<file path="config.mk">
export PLATFORM = sky130hd
export DESIGN_NAME = seq_restoring_divider
export DESIGN_NICKNAME = d
export VERILOG_FILES = /design/src/rtl/seq_restoring_divider.sv
export SDC_FILE = /design/constraint.sdc
export NUM_CORES = 1
export LEC_CHECK = 0
export BUFFER_PORTS_ARGS = -buffer_cell sky130_fd_sc_hd__buf_2
export CAP_MARGIN = 20
export CORE_MARGIN = 2
export CORE_UTILIZATION = 43
export CTS_BUF_LIST = sky130_fd_sc_hd__clkbuf_8
export CTS_CLUSTER_DIAMETER = 40
export CTS_CLUSTER_SIZE = 8
export DETAILED_ROUTE_END_ITERATION = 16
export PLACE_DENSITY_LB_ADDON = 0.08
export SETUP_SLACK_MARGIN = 0.4
export SLEW_MARGIN = 20
export SYNTH_ARGS = -nofsm -noshare
export SYNTH_HDL_FRONTEND = slang
export SYNTH_SLANG_ARGS = --single-unit
</file>
<file path="constraint.sdc">
create_clock -name clk -period 2.3 [get_ports clk]
set_input_delay 0 -clock clk [delete_from_list [all_inputs] [get_ports clk]]
set_output_delay 0 -clock clk [all_outputs]
set_load 0.005 [all_outputs]
</file>
<file path="src/rtl/seq_restoring_divider.sv">
// -----------------------------------------------------------------------------
// seq_restoring_divider
//   Sequential unsigned restoring divider, one quotient bit per clock, MSB
//   first. Companion to the 4x4 Dadda multiplier so that
//   (quotient * divisor) + remainder == dividend for every nonzero divisor.
//
// Ports
//   clk        clock, all state updates on the rising edge
//   rst_n      synchronous active-low reset
//   in_valid   operands valid          in_ready   accepting (IDLE only)
//   dividend   DIVIDEND_W-bit operand  divisor    DIVISOR_W-bit operand
//   out_valid  result valid            out_ready  downstream accepts result
//   quotient   DIVIDEND_W-bit result   remainder  DIVISOR_W-bit result
//   dbz        result came from a zero divisor
//
// Configuration macro
//   DIV_ZERO_FAST_EN  when defined, a zero divisor skips RUN and the result
//                     is available right after the accept edge. When not
//                     defined, every operation takes DIVIDEND_W cycles.
//
// States
//   state  | meaning
//   IDLE   | waiting for an operation, in_ready=1
//   RUN    | one restoring iteration per cycle
//   DONE   | result held until out_ready
// -----------------------------------------------------------------------------
module seq_restoring_divider #(
  parameter int DIVIDEND_W = 8,
  parameter int DIVISOR_W  = 4
) (
  input  logic                  clk,
  input  logic                  rst_n,
  input  logic                  in_valid,
  output logic                  in_ready,
  input  logic [DIVIDEND_W-1:0] dividend,
  input  logic [DIVISOR_W-1:0]  divisor,
  output logic                  out_valid,
  input  logic                  out_ready,
  output logic [DIVIDEND_W-1:0] quotient,
  output logic [DIVISOR_W-1:0]  remainder,
  output logic                  dbz
);

  localparam int CNT_W = $clog2(DIVIDEND_W);
  localparam logic [CNT_W-1:0] CNT_LAST = CNT_W'(DIVIDEND_W - 1);

  typedef enum logic [1:0] {
    S_IDLE = 2'd0,
    S_RUN  = 2'd1,
    S_DONE = 2'd2
  } state_t;

  state_t                  state_q, state_d;
  logic [CNT_W-1:0]        cnt_q, cnt_d;
  logic [DIVIDEND_W-1:0]   dvd_q, dvd_d;
  logic [DIVISOR_W-1:0]    dvs_q, dvs_d;
  logic [DIVISOR_W-1:0]    p_q, p_d;
  logic [DIVIDEND_W-1:0]   quo_q, quo_d;
  logic [DIVIDEND_W-1:0]   quotient_q, quotient_d;
  logic [DIVISOR_W-1:0]    remainder_q, remainder_d;
  logic                    dbz_q, dbz_d;

  // The partial remainder is always below the divisor between iterations
  // (or is simply the low dividend bits when the divisor is zero), so only
  // its low DIVISOR_W bits need to be stored; the shifted value P' carries
  // the extra bit for the compare.
  logic [DIVISOR_W:0]      p_shift;
  logic [DIVISOR_W-1:0]    p_sub;
  logic [DIVISOR_W-1:0]    p_next;
  logic                    borrow;
  logic                    q_bit;

  always_comb begin
    p_shift = {p_q, dvd_q[DIVIDEND_W-1]};
    borrow  = (p_shift < {1'b0, dvs_q});
    p_sub   = p_shift[DIVISOR_W-1:0] - dvs_q;
    p_next  = borrow ? p_shift[DIVISOR_W-1:0] : p_sub;
    q_bit   = ~borrow;
  end

  always_comb begin
    state_d     = state_q;
    cnt_d       = cnt_q;
    dvd_d       = dvd_q;
    dvs_d       = dvs_q;
    p_d         = p_q;
    quo_d       = quo_q;
    quotient_d  = quotient_q;
    remainder_d = remainder_q;
    dbz_d       = dbz_q;
    case (state_q)
      S_IDLE: begin
        if (in_valid) begin
          dvd_d   = dividend;
          dvs_d   = divisor;
          p_d     = '0;
          quo_d   = '0;
          cnt_d   = '0;
          state_d = S_RUN;
`ifdef DIV_ZERO_FAST_EN
          if (divisor == '0) begin
            state_d     = S_DONE;
            quotient_d  = '1;
            remainder_d = dividend[DIVISOR_W-1:0];
            dbz_d       = 1'b1;
          end
`endif
        end
      end
      S_RUN: begin
        p_d   = p_next;
        quo_d = {quo_q[DIVIDEND_W-2:0], q_bit};
        dvd_d = {dvd_q[DIVIDEND_W-2:0], 1'b0};
        cnt_d = cnt_q + CNT_W'(1);
        if (cnt_q == CNT_LAST) begin
          state_d     = S_DONE;
          cnt_d       = '0;
          quotient_d  = {quo_q[DIVIDEND_W-2:0], q_bit};
          remainder_d = p_next;
          dbz_d       = (dvs_q == '0);
        end
      end
      S_DONE: begin
        if (out_ready) state_d = S_IDLE;
      end
      default: state_d = S_IDLE;
    endcase
  end

  always_ff @(posedge clk) begin
    if (!rst_n) begin
      state_q     <= S_IDLE;
      cnt_q       <= '0;
      dvd_q       <= '0;
      dvs_q       <= '0;
      p_q         <= '0;
      quo_q       <= '0;
      quotient_q  <= '0;
      remainder_q <= '0;
      dbz_q       <= 1'b0;
    end else begin
      state_q     <= state_d;
      cnt_q       <= cnt_d;
      dvd_q       <= dvd_d;
      dvs_q       <= dvs_d;
      p_q         <= p_d;
      quo_q       <= quo_d;
      quotient_q  <= quotient_d;
      remainder_q <= remainder_d;
      dbz_q       <= dbz_d;
    end
  end

  assign in_ready  = (state_q == S_IDLE);
  assign out_valid = (state_q == S_DONE);
  assign quotient  = quotient_q;
  assign remainder = remainder_q;
  assign dbz       = dbz_q;

endmodule

</file>
== Word level (Yosys, flattened, before mapping) ==
Cells that the tools add are included.
Storage, ports and cells
  bits of input ports: 16
  output and inout bits: 15
  bits in registers: 41
Cells by class
  add/sub/neg operators: 2
  bitwise operators: 1
  $lt $le $gt $ge: 1
  equality and inequality tests: 6
  reduce and logical (&&, ||, !) cells: 7
  multiplexer cells: 14
Operator list (count)
  $pmux 8 s2: 1
  $pmux 7 s2: 1
  $mux 4: 2
  $mux 8: 1
  $pmux 4 s2: 1
  $mux 7: 1
  $mux 2: 3
  $mux 3: 2
  $pmux 2 s3: 1
  $pmux 3 s2: 1
  $reduce_and 2->1: 3
  $lt 5x4->1: 1
  $logic_not 4->1: 1
  $ne 2x2->1 const B: 2
  $sub 4x4->4: 1
  $add 3x1->3 const B: 1
  $eq 3x3->1 const B: 1
  $reduce_and 3->1: 1
  $eq 2x1->1 const B: 1
  $eq 2x2->1 const B: 1
  $logic_not 2->1: 1
  $ne 2x1->1 const B: 1
  $reduce_bool 2->1: 1
  $not 1->1: 1

== Logic depth before layout (Yosys ltp) ==
  depth in word-level cells: 3
  gate-level depth with buffers: 7
  gate-level depth less buffers: 7

== Least setup slack after synthesis ==
OpenSTA, ideal clock, no wires.
  kind: reg2reg
  start point: register dvs_q[3]
  end point: register remainder_q[2] (netlist: remainder[2])
  arrival time: 1.545 ns
  clock period less this slack: 1.665 ns
  stages on the path, launching flop included: 8
  setup slack: 0.635 ns
  data required time: 2.180 ns
  cells stage by stage: dfxtp_1 > inv_1 > ha_1 > or2_1 > buf_6 > or4b_4 > a2bb2oi_2 > a21oi_1
Between the ends
  word-level cells in the longest chain between the ends: 2
Ends and longest elaborated chain
  start, declared: line 56  | logic [DIVISOR_W-1:0] dvs_q, dvs_d;
  start signal, assigned: line 145  | dvs_q <= dvs_d;
  $lt 5x4->1: line 75  | borrow = (p_shift < {1'b0, dvs_q});
  $mux 4: line 77  | p_next = borrow ? p_shift[DIVISOR_W-1:0] : p_sub;
  end signal, assigned: line 149  | remainder_q <= remainder_d;
  end, declared: line 60  | logic [DIVISOR_W-1:0] remainder_q, remainder_d;
No other way between the ends.
A chain may end at the register's enable or synchronous reset.

== Worst setup path after layout ==
Same ends and word-level chain as after synthesis.

==> metrics.cfg <==
[outcome]
status = complete, no violations

[sta]
setup_viol_count_final = 0
final.setup_skew_ps = 6.63
fmaxAchievable_mhz = 568
slew-limit-headroom_pct = 60.5
finalSetupTns_ps = 0
hold_violations = 0
rsz0062_at_grt = false
worstMarginPinSlew_ps = 591
finalCritPeriodShare_pct = 76.6
layout_min_cycle_time_ps = 1760
slew_violations = 0

[layout]
area_growth_pct = 22.3
drive_above_1_share_pct = 18.0
nets = 283
diodes = 0
final_core_util_pct = 54.6
num-fill-cells = 410
layout_commonest_cell = nand2_1
layout_common_cells = 44 x nand2_1, 41 x dfxtp_1, 30 x buf_2

[drt]
drc = 0
first_iter_violations = 72
wl_um = 3780
drt_first_pass_iters = 4
dr_total_vias = 1552
drtAntennaViolNets = 0
viasPerCell = 4.99
wire_per_inst_um = 12.1

[worst_setup_path]
setup.worst_path.end_class = register
rr_worst_depth = 6
start_kind = register
path_max_fanout = 8
worst-path-buf-inv = 1
r2r_slack_ps = 540
critical_path_arrival_ps = 1940
r2r-end = remainder[2]
rr_startpoint = dvs_q[3]
cp_slowest_cell = or4b_4
cp_slowest_stage_delay_ps = 510
cp_top_family = simple AND/OR/NAND/NOR gates
critPathRequiredTime_ps = 2480
path_class = reg2reg
crit_chain = inv_1 > ha_1 > or2_1 > or4b_4 > a2bb2oi_2 > a21oi_1

[min_path]
holdPathStages = 3
min_path_type = in2reg
min_from = rst_n
holdPathEnd = remainder[2]

[job]
maxCapViolations = 0

[synthesis]
ys_ff_latch = 41
syn_area_per_cell_um2 = 8.20
seq_area_frac_synth_pct = 45.9
synthDistinctLibCells = 35
synth_edf_count = 0
synthXorXnorAreaFrac_pct = 0.490
yosysTopAreaCellShare_pct = 45.9
synth_mux_area_share_pct = 0
synthSimpleGateAreaFrac_pct = 25.8
synthCells = 218
synthesis.area_um2 = 1790
synth_compound_area_share_pct = 17.9
yosys_warnings = 0
synth_top_family_by_area = simple AND/OR/NAND/NOR gates
ys.flop_type = dfxtp_1
synth_area_leaders = dfxtp_1 46%, nand2_1 9.2%, a21oi_1 7.8%
async_flop_share_pct = 0
synthAdderAreaFrac_pct = 5.32
synth_area_leader_cell = dfxtp_1
synth_nets = 241

[global_routing]
grt_usage_pct = 18.2
grt_pass1_vias = 1432
antenna_found_initial = 0
grt_max_degree = 19
gr-total-overflow = 0
grt_pass1_wl_um = 6350

[power_and_ir_drop]
power_uw = 1460
vdd_drop_max_mv = 0.404
power-per-cell-area_nw_per_um2 = 668
power_leakage_uw = 0.000900

[placement]
gp_congestion = 0.783
port-buffer-count = 30
hpwl_um = 2540

[clock_network]
cts-root-buf = clkbuf_8
cts_buffers = 5
cts_max_path_buffers = 2
cts_tree = yes
clk_latency_ps = 300
clk_pin_slew_worst_paths_ps = 80
cts_setup_buffers = 0
htreeDepth = 2
clkSinkCount = 41

[die]
io_pins = 31
dieWidth_um = 68.5
initial_core_util_pct = 44.7
num_rows = 23
fp.coreArea_um2 = 4000
dieArea_um2 = 4690
die_h_um = 68.5

-- worst max-delay path by stage --
stage	start	to	slack (ps)	cells past startpoint
3_3_place_gp	dvs_q[3]	remainder[2]	560	6
3_5_place_dp	dvs_q[1]	remainder[3]	540	6
6_report	dvs_q[3]	remainder[2]	540	6
5_1_grt	dvs_q[3]	remainder[2]	420	6
4_1_cts	dvs_q[1]	remainder[3]	530	6
2_1_floorplan	dvs_q[3]	remainder[2]	640	7
-- logic make-up after synthesis --
group,count (synthesis)
adders and majority gates,7
buffers and inverters,18
DFF,41
and+or+nand+nor,100
AOI/OAI and AO/OA,51
xor gates and xnor gates,1
-- per-stage QoR --
stage	std cells	setup slack [ps]	area (um2)	hold WS, ps
after floorplan	218	635	1790	136
after global placement	291	562	1980	227
after detailed placement	291	538	1980	233
after CTS	311	529	2180	6.06
after global routing	311	424	2190	44.9
final	311	539	2190	13.1
-- Yosys cell counts, types with 2 or more instances --
cell and number:
nand2b_1 5, ha_1 6, and3_1 2, o21ai_1 3
a32o_1 2, o21ai_0 5, a21oi_1 28, inv_1 5
buf_2 6, nor3_1 3, clkbuf_1 5, nand3_1 12
nor2_1 21, a41o_1 2, nand2_1 44, and2_1 2
a311oi_1 6, dfxtp_1 41, or3_1 4
-- state kept, by name (all words and copies together), names as in the netlist --
register,count
dvd_q,8
quotient,8
quo_q,7
dvs_q,4
p_q,4
remainder,4
cnt_q,3
state_q,2
dbz,1
-- where the power goes --
group	internal, uW	switching (uW)	leakage [uW]
clock network	210	260	0.0000439
registers	738	19.8	0.000333
logic	100	133	0.000522
-- area by class of cell --
class / count / area [um2] / area share, %
Sequential cell: 41 / 821 / 37.6
Timing Repair Buffer: 47 / 308 / 14.1
Tap cell: 50 / 62.6 / 2.86
Inverter: 6 / 22.5 / 1.03
Clock buffer: 5 / 68.8 / 3.15
Multi-Input combinational cell: 159 / 886 / 40.5
Clock inverter: 3 / 17.5 / 0.801
-- layer usage --
metal / global-route usage (%) / wire length, um / part of all wire [%]
met3: 4.44 / 158 / 4.2
met1: 23.0 / 1810 / 48
met2: 30.2 / 1770 / 47
met5: 0 / 0 / 0
met4: 6.00 / 36 / 0.95
-- timing repair --
item	in CTS	in global routing
gates resized for setup	0	1
hold buffers	12	0
endpoints found under the setup margin	0	2
hold endpoints to repair	12	0
-- worst reg2reg max path, cell delays in order, from the launching register on --
cell and delay (ps):
dfxtp_1 340, inv_1 60, ha_1 200, or2_1 300, or4b_4 510, a2bb2oi_2 170
a21oi_1 80
No activity file was read; power rests on OpenSTA's default activity.
